<file path="config.mk">
export PLATFORM = sky130hd
export DESIGN_NAME = box_compositor
export DESIGN_NICKNAME = d
export VERILOG_FILES = /design/src/rtl/box_compositor.sv
export SDC_FILE = /design/constraint.sdc
export NUM_CORES = 1
export LEC_CHECK = 0
export CAP_MARGIN = 20
export CORE_MARGIN = 2
export CORE_UTILIZATION = 32
export DETAILED_ROUTE_END_ITERATION = 7
export GPL_TIMING_DRIVEN = 1
export MAX_ROUTING_LAYER = met4
export PLACE_DENSITY = 0.78
export SLEW_MARGIN = 20
export SYNTH_ARGS = -nofsm -noshare
export SYNTH_HDL_FRONTEND = slang
export SYNTH_SLANG_ARGS = --single-unit
</file>
<file path="constraint.sdc">
create_clock -name clk_in -period 2.25 [get_ports clk_in]
set_clock_uncertainty 0.2 [all_clocks]
set_input_delay 0.225 -clock clk_in [delete_from_list [all_inputs] [get_ports clk_in]]
set_output_delay 0.225 -clock clk_in [all_outputs]
set_load 0.01 [all_outputs]
</file>
<file path="src/rtl/box_compositor.sv">
// box_compositor
//   Final compositing stage ahead of the VGA output register. It merges the fifteen box-pixel
//   layers with the piece and text layers into one 12-bit RGB pixel per clock. The layers used
//   depend on the game screen, which is latched once per frame. The block also owns the
//   frame-based blink timer, and it delays hsync/vsync/blank to match the pixel pipeline.
//
//   Optional feature macro: POPUP_DIM_EN
//     When defined, the play-field background outside the popup region is dimmed (each 4-bit
//     channel shifted right by one) in the PAUSE and GAMEOVER screens.
//
//   Parameters
//     BLINK_FRAMES : frames per blink half-period (1..255)
//     SYNC_DELAY   : cycles hsync/vsync/blank are delayed (box-stage latency + 1)
//
//   Ports
//     clk_in          : pixel clock
//     rst_n_in        : synchronous active-low reset
//     hsync_in        : hsync, aligned with hcount4/vcount
//     vsync_in        : vsync (active high), aligned with hcount4/vcount
//     blank_in        : blank, aligned with hcount4/vcount
//     game_state_in   : 0 START, 1 PLAY, 2 PAUSE, 3 GAMEOVER
//     option_sel_in   : 0 = option1 highlighted, 1 = option2
//     box_pixels_in   : fifteen 12-bit box pixels, one cycle after hcount4
//     piece_pixel_in  : grid/next/hold piece layer, same alignment as box pixels
//     text_pixel_in   : text/sprite layer, same alignment as box pixels
//     pixel_out       : composited RGB
//     hsync_out       : hsync_in delayed SYNC_DELAY
//     vsync_out       : vsync_in delayed SYNC_DELAY
//     blank_out       : blank_in delayed SYNC_DELAY
//     blink_phase_out : current blink phase
module box_compositor #(
  parameter int unsigned BLINK_FRAMES = 30,
  parameter int unsigned SYNC_DELAY   = 2
) (
  input  logic         clk_in,
  input  logic         rst_n_in,
  input  logic         hsync_in,
  input  logic         vsync_in,
  input  logic         blank_in,
  input  logic [1:0]   game_state_in,
  input  logic         option_sel_in,
  input  logic [179:0] box_pixels_in,
  input  logic [11:0]  piece_pixel_in,
  input  logic [11:0]  text_pixel_in,
  output logic [11:0]  pixel_out,
  output logic         hsync_out,
  output logic         vsync_out,
  output logic         blank_out,
  output logic         blink_phase_out
);

  typedef enum logic [1:0] {StStart, StPlay, StPause, StGameover} state_e;

  localparam logic [7:0] LAST_CNT = 8'(BLINK_FRAMES - 1);

  // Box slice indices
  localparam int unsigned B_START       = 0;
  localparam int unsigned B_START_BLINK = 1;
  localparam int unsigned B_POPUP       = 9;
  localparam int unsigned B_POPUP_SOLID = 10;
  localparam int unsigned B_OPT1        = 11;
  localparam int unsigned B_OPT1_SEL    = 12;
  localparam int unsigned B_OPT2        = 13;
  localparam int unsigned B_OPT2_SEL    = 14;

  logic [SYNC_DELAY-1:0] r_hsync_sr;
  logic [SYNC_DELAY-1:0] r_vsync_sr;
  logic [SYNC_DELAY-1:0] r_blank_sr;
  logic                  r_vsync_prev;
  state_e                r_state;
  logic                  r_option;
  logic [7:0]            r_frame_cnt;
  logic                  r_blink_phase;
  logic [11:0]           r_pixel;

  logic                  w_tick;
  logic                  w_blank_al;
  logic [11:0]           w_box [15];
  logic [11:0]           w_play_list [9];
  logic [11:0]           w_popup_list [5];
  logic [11:0]           w_play;
  logic [11:0]           w_popup;
  logic [11:0]           w_start;
  logic [11:0]           w_bg;
  logic [11:0]           w_pixel;

  assign w_tick = vsync_in & ~r_vsync_prev;

  // Blank seen by the pixel path must line up with box_pixels_in, one stage before the output.
  generate
    if (SYNC_DELAY > 1) begin : g_blank_tap
      assign w_blank_al = r_blank_sr[SYNC_DELAY-2];
    end else begin : g_blank_direct
      assign w_blank_al = blank_in;
    end
  endgenerate

  always_comb begin
    for (int k = 0; k < 15; k++) begin
      w_box[k] = box_pixels_in[12*k +: 12];
    end
  end

  // Priority lists, highest priority at index 0.
  always_comb begin
    w_play_list[0] = text_pixel_in;
    w_play_list[1] = piece_pixel_in;
    for (int i = 2; i < 9; i++) begin
      w_play_list[i] = w_box[i];  // grid_outline .. hold_inner occupy slices 2..8
    end
    w_popup_list[0] = text_pixel_in;
    w_popup_list[1] = r_option ? w_box[B_OPT2_SEL] : w_box[B_OPT1_SEL];
    w_popup_list[2] = r_option ? w_box[B_OPT1]     : w_box[B_OPT2];
    w_popup_list[3] = w_box[B_POPUP];
    w_popup_list[4] = w_box[B_POPUP_SOLID];
  end

  // Walking from lowest to highest priority lets the first nonzero entry overwrite the rest.
  always_comb begin
    w_play = '0;
    for (int i = 8; i >= 0; i--) begin
      if (w_play_list[i] != 12'h000) w_play = w_play_list[i];
    end
    w_popup = '0;
    for (int i = 4; i >= 0; i--) begin
      if (w_popup_list[i] != 12'h000) w_popup = w_popup_list[i];
    end
    if (text_pixel_in != 12'h000) begin
      w_start = text_pixel_in;
    end else begin
      w_start = r_blink_phase ? w_box[B_START_BLINK] : w_box[B_START];
    end
  end

  always_comb begin
`ifdef POPUP_DIM_EN
    w_bg = {1'b0, w_play[11:9], 1'b0, w_play[7:5], 1'b0, w_play[3:1]};
`else
    w_bg = w_play;
`endif
  end

  always_comb begin
    w_pixel = '0;
    unique case (r_state)
      StStart: w_pixel = w_start;
      StPlay:  w_pixel = w_play;
      StPause, StGameover: begin
        w_pixel = (w_box[B_POPUP_SOLID] != 12'h000) ? w_popup : w_bg;
      end
      default: w_pixel = '0;
    endcase
    if (w_blank_al) w_pixel = '0;
  end

  always_ff @(posedge clk_in) begin
    if (!rst_n_in) begin
      r_hsync_sr    <= '0;
      r_vsync_sr    <= '0;
      r_blank_sr    <= '0;
      r_vsync_prev  <= 1'b0;
      r_state       <= StStart;
      r_option      <= 1'b0;
      r_frame_cnt   <= '0;
      r_blink_phase <= 1'b1;
      r_pixel       <= '0;
    end else begin
      r_hsync_sr[0] <= hsync_in;
      r_vsync_sr[0] <= vsync_in;
      r_blank_sr[0] <= blank_in;
      for (int i = 1; i < int'(SYNC_DELAY); i++) begin
        r_hsync_sr[i] <= r_hsync_sr[i-1];
        r_vsync_sr[i] <= r_vsync_sr[i-1];
        r_blank_sr[i] <= r_blank_sr[i-1];
      end
      r_vsync_prev <= vsync_in;
      r_pixel      <= w_pixel;
      if (w_tick) begin
        r_state  <= state_e'(game_state_in);
        r_option <= option_sel_in;
        // A screen change restarts the blink so the new screen opens in the visible phase.
        if (state_e'(game_state_in) != r_state) begin
          r_frame_cnt   <= '0;
          r_blink_phase <= 1'b1;
        end else if (r_frame_cnt == LAST_CNT) begin
          r_frame_cnt   <= '0;
          r_blink_phase <= ~r_blink_phase;
        end else begin
          r_frame_cnt <= r_frame_cnt + 8'd1;
        end
      end
    end
  end

  assign pixel_out       = r_pixel;
  assign hsync_out       = r_hsync_sr[SYNC_DELAY-1];
  assign vsync_out       = r_vsync_sr[SYNC_DELAY-1];
  assign blank_out       = r_blank_sr[SYNC_DELAY-1];
  assign blink_phase_out = r_blink_phase;

endmodule
</file>
### Word level (Yosys, flattened, before mapping)

Index checks and enable logic that the tools add are counted.

* shift-type cells: 0
* $mul: 0
* bitwise logic cells: 4
* $lt $le $gt $ge: 0
* reduce and logical (&&, ||, !) cells: 18
* div/mod/pow operators: 0
* multiplexer cells: 23
* equal/unequal tests: 5
* add/subtract/negate cells: 1

Operators with widths (number)
* 2-to-1 mux 12 bit: 18
* nonzero test 12 bit: 13
* one-hot mux 12 bit (3 select lines): 1
* 2-to-1 mux 8 bit: 2
* adder 8 x 1 -> 8 bit (second input constant): 1
* equality test 8 x 5 -> 1 bit (second input constant): 1
* equality test 2 bit (second input constant): 2
* OR reduction 2 bit: 2
* NOT 1 bit: 3
* equality test 2 x 1 -> 1 bit (second input constant): 1
* logical NOT 2 bit: 1
* 2-to-1 mux 1 bit: 2
* != test 2 bit: 1
* AND reduction 2 bit: 1
* nonzero test 2 bit: 1
* bitwise AND 1 bit: 1

* memories kept: 0
* latch bits: 0
* register bits: 31
* output and inout port bits: 16
* word-level logic and storage cells: 60
* bits of input ports: 212
* bits in writable memories: 0
* ROM bits: 0

### Logic depth before layout (Yosys ltp)

* depth after elaboration: 12
* depth in mapped cells: 8
* depth with buffers taken out: 7

### Worst setup path after synthesis

No wires, ideal clock.

* kind: in2reg
* from: input port box_pixels_in[128]
* to: register r_pixel[2], in the netlist pixel_out[2]
* path buffers: 0
* arrival time: 1.857 ns
* stages on the path: 5
* setup slack: 0.071 ns
* data required time: 1.928 ns
* setup time: 0.122 ns
* cells stage by stage: or4_4 -> o41ai_4 -> nor2_2 -> o21a_1 -> o32a_1

* cells in the longest elaborated chain, start to end: 3

RTL lines
* from (decl): RTL line 42 `input logic [179:0] box_pixels_in,`
* nonzero test 12 bit: RTL line 126, 149
* 2-to-1 mux 12 bit: RTL line 149 `w_pixel = (w_box[B_POPUP_SOLID] != 12'h000) ? w_popup : w_bg;`
* one-hot mux 12 bit (3 select lines): RTL line 145 `unique case (r_state)`
* to (signal assigned): RTL line 177 `r_pixel <= w_pixel;`
* to (decl): RTL line 74 `logic [11:0] r_pixel;`

No other way between the ends.
A chain may end at the register's enable or synchronous reset.

### Final worst setup path

* from: input port text_pixel_in[0]
* to: register r_pixel[10], in the netlist pixel_out[10]

* cells in the longest elaborated chain, start to end: 4
* elaborated cells between the ends (all ways): 6
* those cells by class: mux (5); reduce/logical (1)

RTL lines
* from (decl): RTL line 44 `input logic [11:0] text_pixel_in,`
* nonzero test 12 bit (*): RTL line 122, 126, 128
* 2-to-1 mux 12 bit, on equally long branches: RTL line 122, 126
* 2-to-1 mux 12 bit: RTL line 149
* one-hot mux 12 bit (3 select lines) (*): RTL line 145

Every way passes the cells marked *; elsewhere a longest branch is shown, timed or not.

==> flow_metrics.py <==
metrics = {
    "outcome": {
        "status": "finished, violations left",
        "violations": "negative setup slack",
    },
    "worst_setup_path": {
        "start_kind": "input pin",
        "path_class": "input pin to flop",
        "cp.required_ns": 2.23,
        "critPathCaptureType": "flop",
        "critPathMaxFanout": 4,
        "arrival_ns": 2.23,
    },
    "detailed_routing": {
        "first_iter_violations": 201,
        "drt_first_pass_iters": 5,
        "drt-vias-per-instance": 5.64,
        "drc": 0,
        "drt-wirelength-per-cell_um": 20.6,
        "vias": 5118,
        "drt_wl_total_um": 18700,
        "ant_nets": 0,
    },
    "yosys": {
        "ys_ff_latch": 30,
        "synthFlopType": "dfxtp_1",
        "syn_inst": 411,
        "syn_nets": 625,
        "syn-cell-area_um2": 3160,
        "ys_types": 62,
        "synth.area.top_cells": "dfxtp_1, mux2i_1, nor2_1",
        "yosysTopAreaCellShare_pct": 19.0,
        "yosys.area.top_type": "dfxtp_1",
        "ys_warn_count": 0,
        "synth-edff-count": 0,
        "synth.avg_cell_area_um2": 7.68,
        "yosysSeqAreaShare_pct": 19.0,
        "synthArstFlopShare_pct": 0,
    },
    "placement": {
        "dp_cells": 882,
        "io_buffers": 227,
        "hpwlAfterDp_um": 15000,
        "place_congestion": 1.07,
        "dp_slack_ns": -0.645,
        "dpl_cell_area_um2": 6510,
    },
    "cells_and_area": {
        "final_area_um2": 7300,
        "drive_gt1_share_pct": 30.8,
        "fin_cells": 908,
        "finalCoreUtilization_pct": 75.4,
        "syn2layout_area_growth_pct": 131,
        "antennaDiodeCount": 0,
        "nets": 988,
    },
    "global_route": {
        "grt_pass1_vias": 5316,
        "grt_usage_pct": 33.1,
        "antenna_found_initial": 0,
        "grt_max_degree": 20,
        "grt_pass1_wl_um": 25900,
        "gr-total-overflow": 0,
    },
    "clock_tree": {
        "htree_num_levels": 2,
        "root_buffer": "clkbuf_8",
        "cts_buffers": 5,
        "hold_buffers": 0,
        "insertion_delay_ns": 0.29,
        "clkTransAtPathRegs_ns": 0.07,
        "cts.sinks": 30,
        "cts_max_path_buffers": 2,
        "cts_tree": "yes",
    },
    "floorplanning": {
        "die_h_um": 103,
        "dieWidth_um": 103,
        "start_util_pct": 32.6,
        "dieArea_um2": 10700,
        "core_region_area_um2": 9680,
        "io_pins": 228,
        "core.rowCount": 36,
    },
    "power": {
        "combPwrFrac_pct": 46.3,
        "power_density_nw_per_um2": 286,
        "total_power_mw": 2.09,
        "seqPwrFrac_pct": 27.4,
        "ir_worst_vdd_mv": 0.205,
        "clockPowerShare_pct": 26.3,
        "switchingPower_mw": 0.630,
        "p_leak_nw": 3.05,
        "power.internal_mw": 1.46,
        "p_sw_share_pct": 30.1,
    },
    "sta": {
        "slew_headroom_pct": 59.8,
        "hold_viol": 0,
        "holdWs_ns": 0.160,
        "setup_slack_ns": -0.00213,
        "slew_viol_final": 0,
        "worst_pin_slew_ns": 0.602,
        "tns_ns": -0.00213,
        "fin_crit_ns": 2.25,
        "setup_viol": 1,
        "fmax_mhz": 444,
        "period_share_pct": 100,
    },
    "job": {
        "cap_violations": 0,
    },
    "hold_path": {
        "hold_class": "input pin to flop",
    },
}
[metal layers]
layer / vias to the layer above / track usage [%] / wire, um
li1: 2367 / - / -
met1: 2406 / 33.2 / 6520
met2: 283 / 63.8 / 9810
met3: 62 / 5.11 / 1480
met4: 0 / 12.8 / 901
met5: - / - / 0
[area by class of cell]
cell class / count / area, um2
timing repair buffer: 377 / 3460
multi-input combinational: 354 / 2940
fill: 734 / 2380
sequential: 30 / 602
tap: 133 / 166
clock buffer: 5 / 68.8
clock inverter: 3 / 40.0
inverter: 6 / 22.5
[logic make-up (layout without fill, tap and decap cells)]
group | count (synthesis) | in the layout | synth area share, %
xor gates and xnor gates | 9 | 9 | 2.50
muxes | 38 | 38 | 12.1
and+or+nand+nor | 169 | 169 | 30.5
buffers and inverters | 28 | 391 | 3.73
adders and majority gates | 2 | 2 | 0.793
DFF | 30 | 30 | 19.0
AOI/OAI and AO/OA | 135 | 136 | 31.4
[critical path: stages]
cell and delay, ns:
clkdlybuf4s50_1 0.46, nor4_2 0.24, buf_4 0.18, and3_4 0.19, nand2_2 0.08, buf_4 0.17, a2111oi_2 0.32, a31oi_1 0.16
o22a_1 0.19
[cells in the mapped netlist, types with 7 or more instances]
| cell | number |
|---|---|
| nor2b_1 | 11 |
| and2_1 | 9 |
| and3_1 | 9 |
| a41oi_1 | 7 |
| a31oi_1 | 9 |
| clkbuf_1 | 10 |
| nor4_1 | 27 |
| nor2_1 | 48 |
| o21a_1 | 12 |
| o21ai_0 | 25 |
| dfxtp_1 | 30 |
| mux2i_1 | 37 |
| a221o_1 | 8 |
| buf_2 | 7 |
| a21oi_1 | 19 |
| nand2_1 | 16 |
| xor2_1 | 8 |
| nand3_1 | 7 |
[flip-flops by register name (all words and copies together) (netlist names)]
register,count
r_frame_cnt,8
r_hsync_sr,2
r_state,2
r_vsync_sr,2
blink_phase_out,1
r_blank_sr,2
r_option,1
pixel_out,12
[path summary, 6_finish.rpt]
| check | startpoint | to | slack, ns | depth (start not counted) |
|---|---|---|---|---|
| worst max-delay path | text_pixel_in[0] | pixel_out[10]$_SDFF_PP0_ | -0.002 | 9 |
| worst min register to register | r_hsync_sr[0]$_SDFF_PN0_ | r_hsync_sr[1]$_SDFF_PN0_ | 0.26 | 1 |
| worst max register to register | r_option$_SDFFE_PN0P_ | pixel_out[9]$_SDFF_PP0_ | 0.04 | 7 |
| worst min-delay path | text_pixel_in[2] | pixel_out[2]$_SDFF_PP0_ | 0.16 | 3 |
[power groups by stage]
stage	Sequential [mW]	Clock, mW	Combinational [mW]
finish	0.574	0.550	0.968
floorplan	0.588	0	0.216
global route	0.576	0.572	1.01
CTS	0.573	0.548	0.919
global placement	0.584	0	0.876
detailed placement	0.585	0	0.887
[placed cells by master (no fill, tap or decap), drive strengths merged, types with 3 or more instances in the layout]
cell type      synthesis  routed
and4                   3       3
nor2                  49      49
o31ai                  4       4
o221ai                 4       4
nor4                  30      30
a2111oi                6       6
o211ai                 3       3
clkdlybuf4s50          0     179
nor4b                  3       3
nor3b                  5       5
and2                   9       9
a31o                   3       3
nand4                  7       7
clkbuf                10       7
dlygate4sd2            0      23
buf                   12     150
nor2b                 11      11
a41oi                  7       7
mux2i                 37      37
dlymetal6s2s           0      21
or4                    4       4
o22ai                  6       6
nand2b                 5       5
a221oi                 6       6
a221o                  8       8
a211oi                 4       4
and3                   9       9
dfxtp                 30      30
o21ai                 25      25
o21a                  12      12
a31oi                  9      10
a21oi                 19      19
nand3                  7       7
nor3                   6       6
xor2                   8       8
inv                    6       6
nand2                 16      16
[timing repair]
action	4_1_cts	5_1_grt
setup endpoints to repair	12	12
resized for setup	90	70
cloned	2	0
pin swaps	30	36
endpoints found under the hold margin	0	0
buffers inserted	7	11
Power figures use the tool's default switching activity.
